File: config.mk
export PLATFORM = sky130hd
export DESIGN_NAME = ad_nios_adc_capture
export DESIGN_NICKNAME = d
export VERILOG_FILES = /design/src/rtl/ad_nios_adc_capture.sv
export SDC_FILE = /design/constraint.sdc
export NUM_CORES = 1
export LEC_CHECK = 0
export CAP_MARGIN = 20
export CORE_UTILIZATION = 30
export CTS_CLUSTER_DIAMETER = 50
export DETAILED_ROUTE_END_ITERATION = 8
export GPL_ROUTABILITY_DRIVEN = 0
export GPL_TIMING_DRIVEN = 0
export PLACE_DENSITY = 0.54
export SYNTH_ARGS = -nofsm -noshare
export SYNTH_HDL_FRONTEND = slang
export SYNTH_SLANG_ARGS = --single-unit
File: constraint.sdc
create_clock -name clk -period 3.48 [get_ports clk]
set_clock_uncertainty 0.1 [all_clocks]
set_input_delay 0.87 -clock clk [delete_from_list [all_inputs] [get_ports clk]]
set_output_delay 0.87 -clock clk [all_outputs]
set_load 0.1 [all_outputs]
File: src/rtl/ad_nios_adc_capture.sv
// ad_nios_adc_capture: serial ADC frame engine feeding a small
// sample FIFO, drained by the Nios CPU over an Avalon-MM slave.
module ad_nios_adc_capture #(
  parameter int DATA_WIDTH = 12,
  parameter int SCLK_DIV   = 4,
  parameter int FIFO_AW    = 3
) (
  input  logic        clk,
  input  logic        reset_n,
  input  logic        sample_req,
  output logic        adc_cs_n,
  output logic        adc_sclk,
  input  logic        adc_dout,
  input  logic [1:0]  address,
  input  logic        chipselect,
  input  logic        read,
  input  logic        write,
  input  logic [15:0] writedata,
  output logic [15:0] readdata,
  output logic        irq
);

  localparam int DEPTH = 1 << FIFO_AW;
  localparam int CW    = $clog2(SCLK_DIV);
  localparam int IW    = $clog2(DATA_WIDTH);

  typedef enum logic [1:0] {
    IDLE,
    SETUP,
    SHIFT,
    HOLD
  } state_t;

  state_t                state;
  logic [CW-1:0]         cnt;
  logic [IW-1:0]         idx;
  logic                  high;
  logic [DATA_WIDTH-1:0] shift;

  logic                  enable;
  logic                  irq_en;
  logic                  overflow;
  logic                  missed;

  logic [DATA_WIDTH-1:0] mem [DEPTH];
  logic [FIFO_AW-1:0]    wp;
  logic [FIFO_AW-1:0]    rp;
  logic [FIFO_AW:0]      count;

  logic        cnt_end;
  logic        push;
  logic        full;
  logic        empty;
  logic        rd_req;
  logic        wr_req;
  logic        pop;
  logic        push_ok;
  logic        ovf_set;
  logic        miss_set;
  logic        stat_wr;
  logic [15:0] status;
  logic [15:0] head;
  logic        unused;

  assign cnt_end  = cnt == CW'(SCLK_DIV - 1);
  assign push     = (state == SHIFT) && high &&
                    cnt_end && (idx == '0);
  assign full     = count == (FIFO_AW+1)'(DEPTH);
  assign empty    = count == '0;
  assign rd_req   = chipselect & read;
  assign wr_req   = chipselect & write;
  assign pop      = rd_req && (address == 2'd0) && !empty;
  // a pop on the same edge frees the slot even when full
  assign push_ok  = push && (!full || pop);
  assign ovf_set  = push && full && !pop;
  assign miss_set = sample_req && enable && (state != IDLE);
  assign stat_wr  = wr_req && (address == 2'd1);
  assign head     = 16'(mem[rp]);
  assign status   = {overflow, missed, full, empty,
                     7'd0, 5'(count)};
  assign unused   = ^writedata[13:2];

  always_ff @(posedge clk or negedge reset_n) begin
    if (!reset_n) begin
      state    <= IDLE;
      cnt      <= '0;
      idx      <= '0;
      high     <= 1'b0;
      shift    <= '0;
      adc_cs_n <= 1'b1;
      adc_sclk <= 1'b1;
    end else begin
      unique case (state)
        IDLE: begin
          if (sample_req && enable) begin
            state    <= SETUP;
            cnt      <= '0;
            adc_cs_n <= 1'b0;
          end
        end
        SETUP: begin
          if (cnt_end) begin
            state    <= SHIFT;
            cnt      <= '0;
            idx      <= IW'(DATA_WIDTH - 1);
            high     <= 1'b0;
            adc_sclk <= 1'b0;
          end else begin
            cnt <= cnt + 1'b1;
          end
        end
        SHIFT: begin
          if (!cnt_end) begin
            cnt <= cnt + 1'b1;
          end else begin
            cnt <= '0;
            if (!high) begin
              // sample on the edge that raises sclk
              high       <= 1'b1;
              adc_sclk   <= 1'b1;
              shift[idx] <= adc_dout;
            end else if (idx == '0) begin
              state    <= HOLD;
              adc_cs_n <= 1'b1;
            end else begin
              high     <= 1'b0;
              adc_sclk <= 1'b0;
              idx      <= idx - 1'b1;
            end
          end
        end
        HOLD: begin
          if (cnt_end) begin
            state <= IDLE;
            cnt   <= '0;
          end else begin
            cnt <= cnt + 1'b1;
          end
        end
        default: state <= IDLE;
      endcase
    end
  end

  always_ff @(posedge clk) begin
    if (push_ok) begin
      mem[wp] <= shift;
    end
  end

  always_ff @(posedge clk or negedge reset_n) begin
    if (!reset_n) begin
      wp    <= '0;
      rp    <= '0;
      count <= '0;
    end else begin
      if (push_ok) begin
        wp <= wp + 1'b1;
      end
      if (pop) begin
        rp <= rp + 1'b1;
      end
      unique case ({push_ok, pop})
        2'b10:   count <= count + 1'b1;
        2'b01:   count <= count - 1'b1;
        default: count <= count;
      endcase
    end
  end

  always_ff @(posedge clk or negedge reset_n) begin
    if (!reset_n) begin
      readdata <= '0;
      enable   <= 1'b0;
      irq_en   <= 1'b0;
      overflow <= 1'b0;
      missed   <= 1'b0;
      irq      <= 1'b0;
    end else begin
      if (rd_req) begin
        unique case (address)
          2'd0:    readdata <= empty ? '0 : head;
          2'd1:    readdata <= status;
          2'd2:    readdata <= {14'd0, irq_en, enable};
          default: readdata <= '0;
        endcase
      end
      if (wr_req && (address == 2'd2)) begin
        enable <= writedata[0];
        irq_en <= writedata[1];
      end
      // a set event in the same clk beats the W1C clear
      if (ovf_set) begin
        overflow <= 1'b1;
      end else if (stat_wr && writedata[15]) begin
        overflow <= 1'b0;
      end
      if (miss_set) begin
        missed <= 1'b1;
      end else if (stat_wr && writedata[14]) begin
        missed <= 1'b0;
      end
      irq <= irq_en & (!empty | overflow);
    end
  end

endmodule

==> flow_summary_export.csv <==
group,metric,value,unit
run_status,outcome,"complete, no violations",
global_routing,overflow,0,
synth,ys.flop_type,"edfxtp_1",
routing,wl_met1,6090,um
pwr,ir_worst_vdd,218,uV
pwr,power,6.00,mW
routing,wl,13300,um
cts,clkTransAtPathRegs,0.06,ns
setup_path,arrival,2.11,ns
setup_path,cpMaxStageDelayCell,"clkdlybuf4s50_1",
synth,avgSynthCellArea,15.8,um^2
setup_path,crit_chain,"clkdlybuf4s50_1",
place,dp_hpwl,9380,um
cts,cts_resized,0,
routing,antenna_left,0,
setup_path,crit_start,"adc_sclk$_DFFE_PN1P_",
timing,hold_viol,0,
finish,fillCellCount,1979,
timing,worst_pin_slew,0.983,ns
cts,cts.sink_count,150,
cts,tritoncts,"built",
setup_path,crit_path_end_kind,"output port",
routing,wl_per_cell,17.7,um
cts,clock_latency,0.42,ns
synth,yosys-top-cells-area,"edfxtp_1 (45%), dfrtp_1 (20%), mux4_2 (8.4%)",
cts,h-tree-depth,4,
routing,drc,0,
place,port_buffers,30,
routing,vias,3599,
cts,hold_buffers,0,
setup_path,r2r_slack,0.62,ns
synth,ys_ff_latch,150,
synth,ys_types,55,
worst_hold_path,hp-class,"primary input to asynchronous set/reset pin",
timing,max_freq,0.325,GHz
floorplan,fp.dieArea,22000,um^2
routing,maxUsedRoutingLayer,"met4",
global_routing,antenna_found_initial,0,
floorplan,io_pins,44,
timing,post-route-period-util,0.885,
synth,async_flop_share,0.360,
timing,rsz0062_at_grt,"no",
cts,cts_setup_buffers,0,
timing,setup_violations,0,
synth,syn_area,6410,um^2
setup_path,worstPathMaxFanout,3,
job,drv_cap,0,
routing,firstDrtPassIters,4,
setup_path,r2r-start,"idx[0]$_DFFE_PN0P_",
setup_path,required,2.51,ns
floorplan,start_util,0.306,
setup_path,slowest_delay,1.14,ns
global_routing,grt_pass1_wl,21700,um
setup_path,worst-setup-path-type,"register to output port",
floorplan,rows,53,
finish,layout.nets,502,
floorplan,die_w,148,um
setup_path,crit_family,"buffers and inverters",
timing,finalSetupTns,0,ns
setup_path,cp_num_buf_inv,1,
floorplan,coreArea,21000,um^2
timing,fin_ws,0.400,ns
pwr,power_leakage,2.93,nW
setup_path,critPathLaunchType,"register",
timing,finalMaxSlewViolations,0,
routing,drt_iter0_drc,256,
finish,drive_gt1_frac,0.231,
timing,fin_crit,3.08,ns
pwr,pwr_density_cell,772,nW/um^2
synth,yosys_warnings,0,
floorplan,die_h,148,um
synth,ys_seq_area_frac,0.661,
synth,synth_edf_count,96,
cts,cts_buffer_depth,2,
global_routing,grt_max_degree,30,
finish,multi_input_area,2020,um^2
finish,register_area,4240,um^2
global_routing,grt_pass1_vias,3821,
routing,routed-wl-met2,6630,um
routing,via_per_inst,4.79,
place,dpl_worst_slack,0.0179,ns
synth,syn-num-nets,444,
synth,syn_inst,406,
cts,cts_buffers,17,
timing,slew_headroom,0.343,
global_routing,track_usage,0.134,
finish,syn2layout_area_growth,21.1,%
setup_path,r2r_cells,7,
synth,yosysTopAreaCell,"edfxtp_1",
synth,synth_top_area_frac,0.450,
cts,cts-root-buf,"clkbuf_16",
finish,antenna_cells,0,
routing,wl_met3,347,um
setup_path,r2r-end,"mem[7][9]$_DFFE_PP_",
[report_power, final]
group / total [mW] / internal [mW] / switching [mW] / leakage, nW
logic: 1.80 / 0.730 / 1.07 / 1.01
clock network: 1.83 / 1.15 / 0.687 / 0.278
registers: 2.36 / 2.16 / 0.197 / 1.64
total: 6.00 / 4.04 / 1.96 / 2.93
[area by class of cell]
| cell class | instances | share of cell area |
|---|---|---|
| buffer | 22 | 0.0182 |
| clock buffer | 24 | 0.0595 |
| clock inverter | 8 | 0.0158 |
| inverter | 11 | 0.00532 |
| multi-input combinational | 223 | 0.260 |
| sequential | 150 | 0.546 |
| tap | 275 | 0.0443 |
| timing repair buffer | 39 | 0.0512 |
[stage by stage]
step                      cell area, um^2  hold slack [ns]   util  instances
after global placement               7050            0.366  0.337        711
after global routing                 7760            0.400  0.371        752
final                                7760            0.363  0.371        752
after detailed placement             7180            0.377  0.343        720
after floorplan                      6410            0.349      -        406
after CTS                            7760            0.379  0.371        752
[worst max-delay path by stage]
stage | cells past startpoint | slack [ns] | endpoint
6_report | 1 | 0.40 | adc_sclk
4_1_cts | 1 | 0.38 | adc_sclk
2_1_floorplan | 5 | 0.25 | mem[0][0]$_DFFE_PP_
3_5_place_dp | 5 | 0.02 | mem[6][11]$_DFFE_PP_
3_3_place_gp | 5 | -1.37 | mem[0][10]$_DFFE_PP_
5_1_grt | 5 | 0.29 | mem[6][11]$_DFFE_PP_
[Yosys cell counts, types with 2 or more instances]
| cell type | n |
|---|---|
| o22ai_1 | 3 |
| buf_6 | 4 |
| mux4_2 | 24 |
| dfrtp_1 | 52 |
| clkbuf_1 | 5 |
| a22oi_1 | 5 |
| buf_2 | 11 |
| nor3_1 | 16 |
| a31o_2 | 2 |
| a31oi_1 | 4 |
| mux2i_1 | 14 |
| dfstp_2 | 2 |
| edfxtp_1 | 96 |
| nand2b_1 | 3 |
| nor2b_1 | 4 |
| a22o_1 | 6 |
| xnor2_1 | 6 |
| nand4bb_1 | 2 |
| nor4_1 | 3 |
| nand4_1 | 2 |
| ha_1 | 13 |
| mux2_2 | 17 |
| nor2_1 | 18 |
| and2_1 | 3 |
| o21ai_0 | 17 |
| o31ai_1 | 2 |
| nand3_1 | 10 |
| nand2_1 | 20 |
| inv_1 | 11 |
| a21oi_1 | 5 |
| a221oi_1 | 2 |
[per-layer routing]
layer,vias up,GRT usage
met5,-,0
met3,16,0.0282
met4,0,0.0572
met1,1850,0.171
met2,44,0.223
li1,1689,-
[cell usage in the layout, fill, tap and decap left out, types with 6 or more instances in the layout]
cell / n
a22o_1: 6
buf_2: 12
buf_6: 10
clkbuf_1: 11
clkbuf_16: 17
clkdlybuf4s50_1: 29
dfrtp_1: 52
edfxtp_1: 96
ha_1: 13
inv_1: 11
mux2_2: 17
mux2i_1: 14
mux4_2: 24
nand2_1: 20
nand3_1: 10
nor2_1: 17
nor3_1: 12
o21ai_0: 17
xnor2_1: 6
[kinds of logic after synthesis]
family	count (synthesis)	share of synthesized area
compound gates	57	0.0609
xor+xnor	6	0.00820
fa+ha+maj	13	0.0254
buf+inv	33	0.0285
flops	150	0.661
mux	56	0.138
simple gates	91	0.0783
[registers in the layout, indices dropped and copies added (netlist names)]
name and flops:
rp 3, wp 3, mem 96, shift 12
overflow 1, enable 1, cnt 2, readdata 16
irq_en 1, state 2, idx 4, high 1
irq 1, adc_cs_n 1, missed 1, adc_sclk 1
count 4
(Power assumes the default switching activity.)
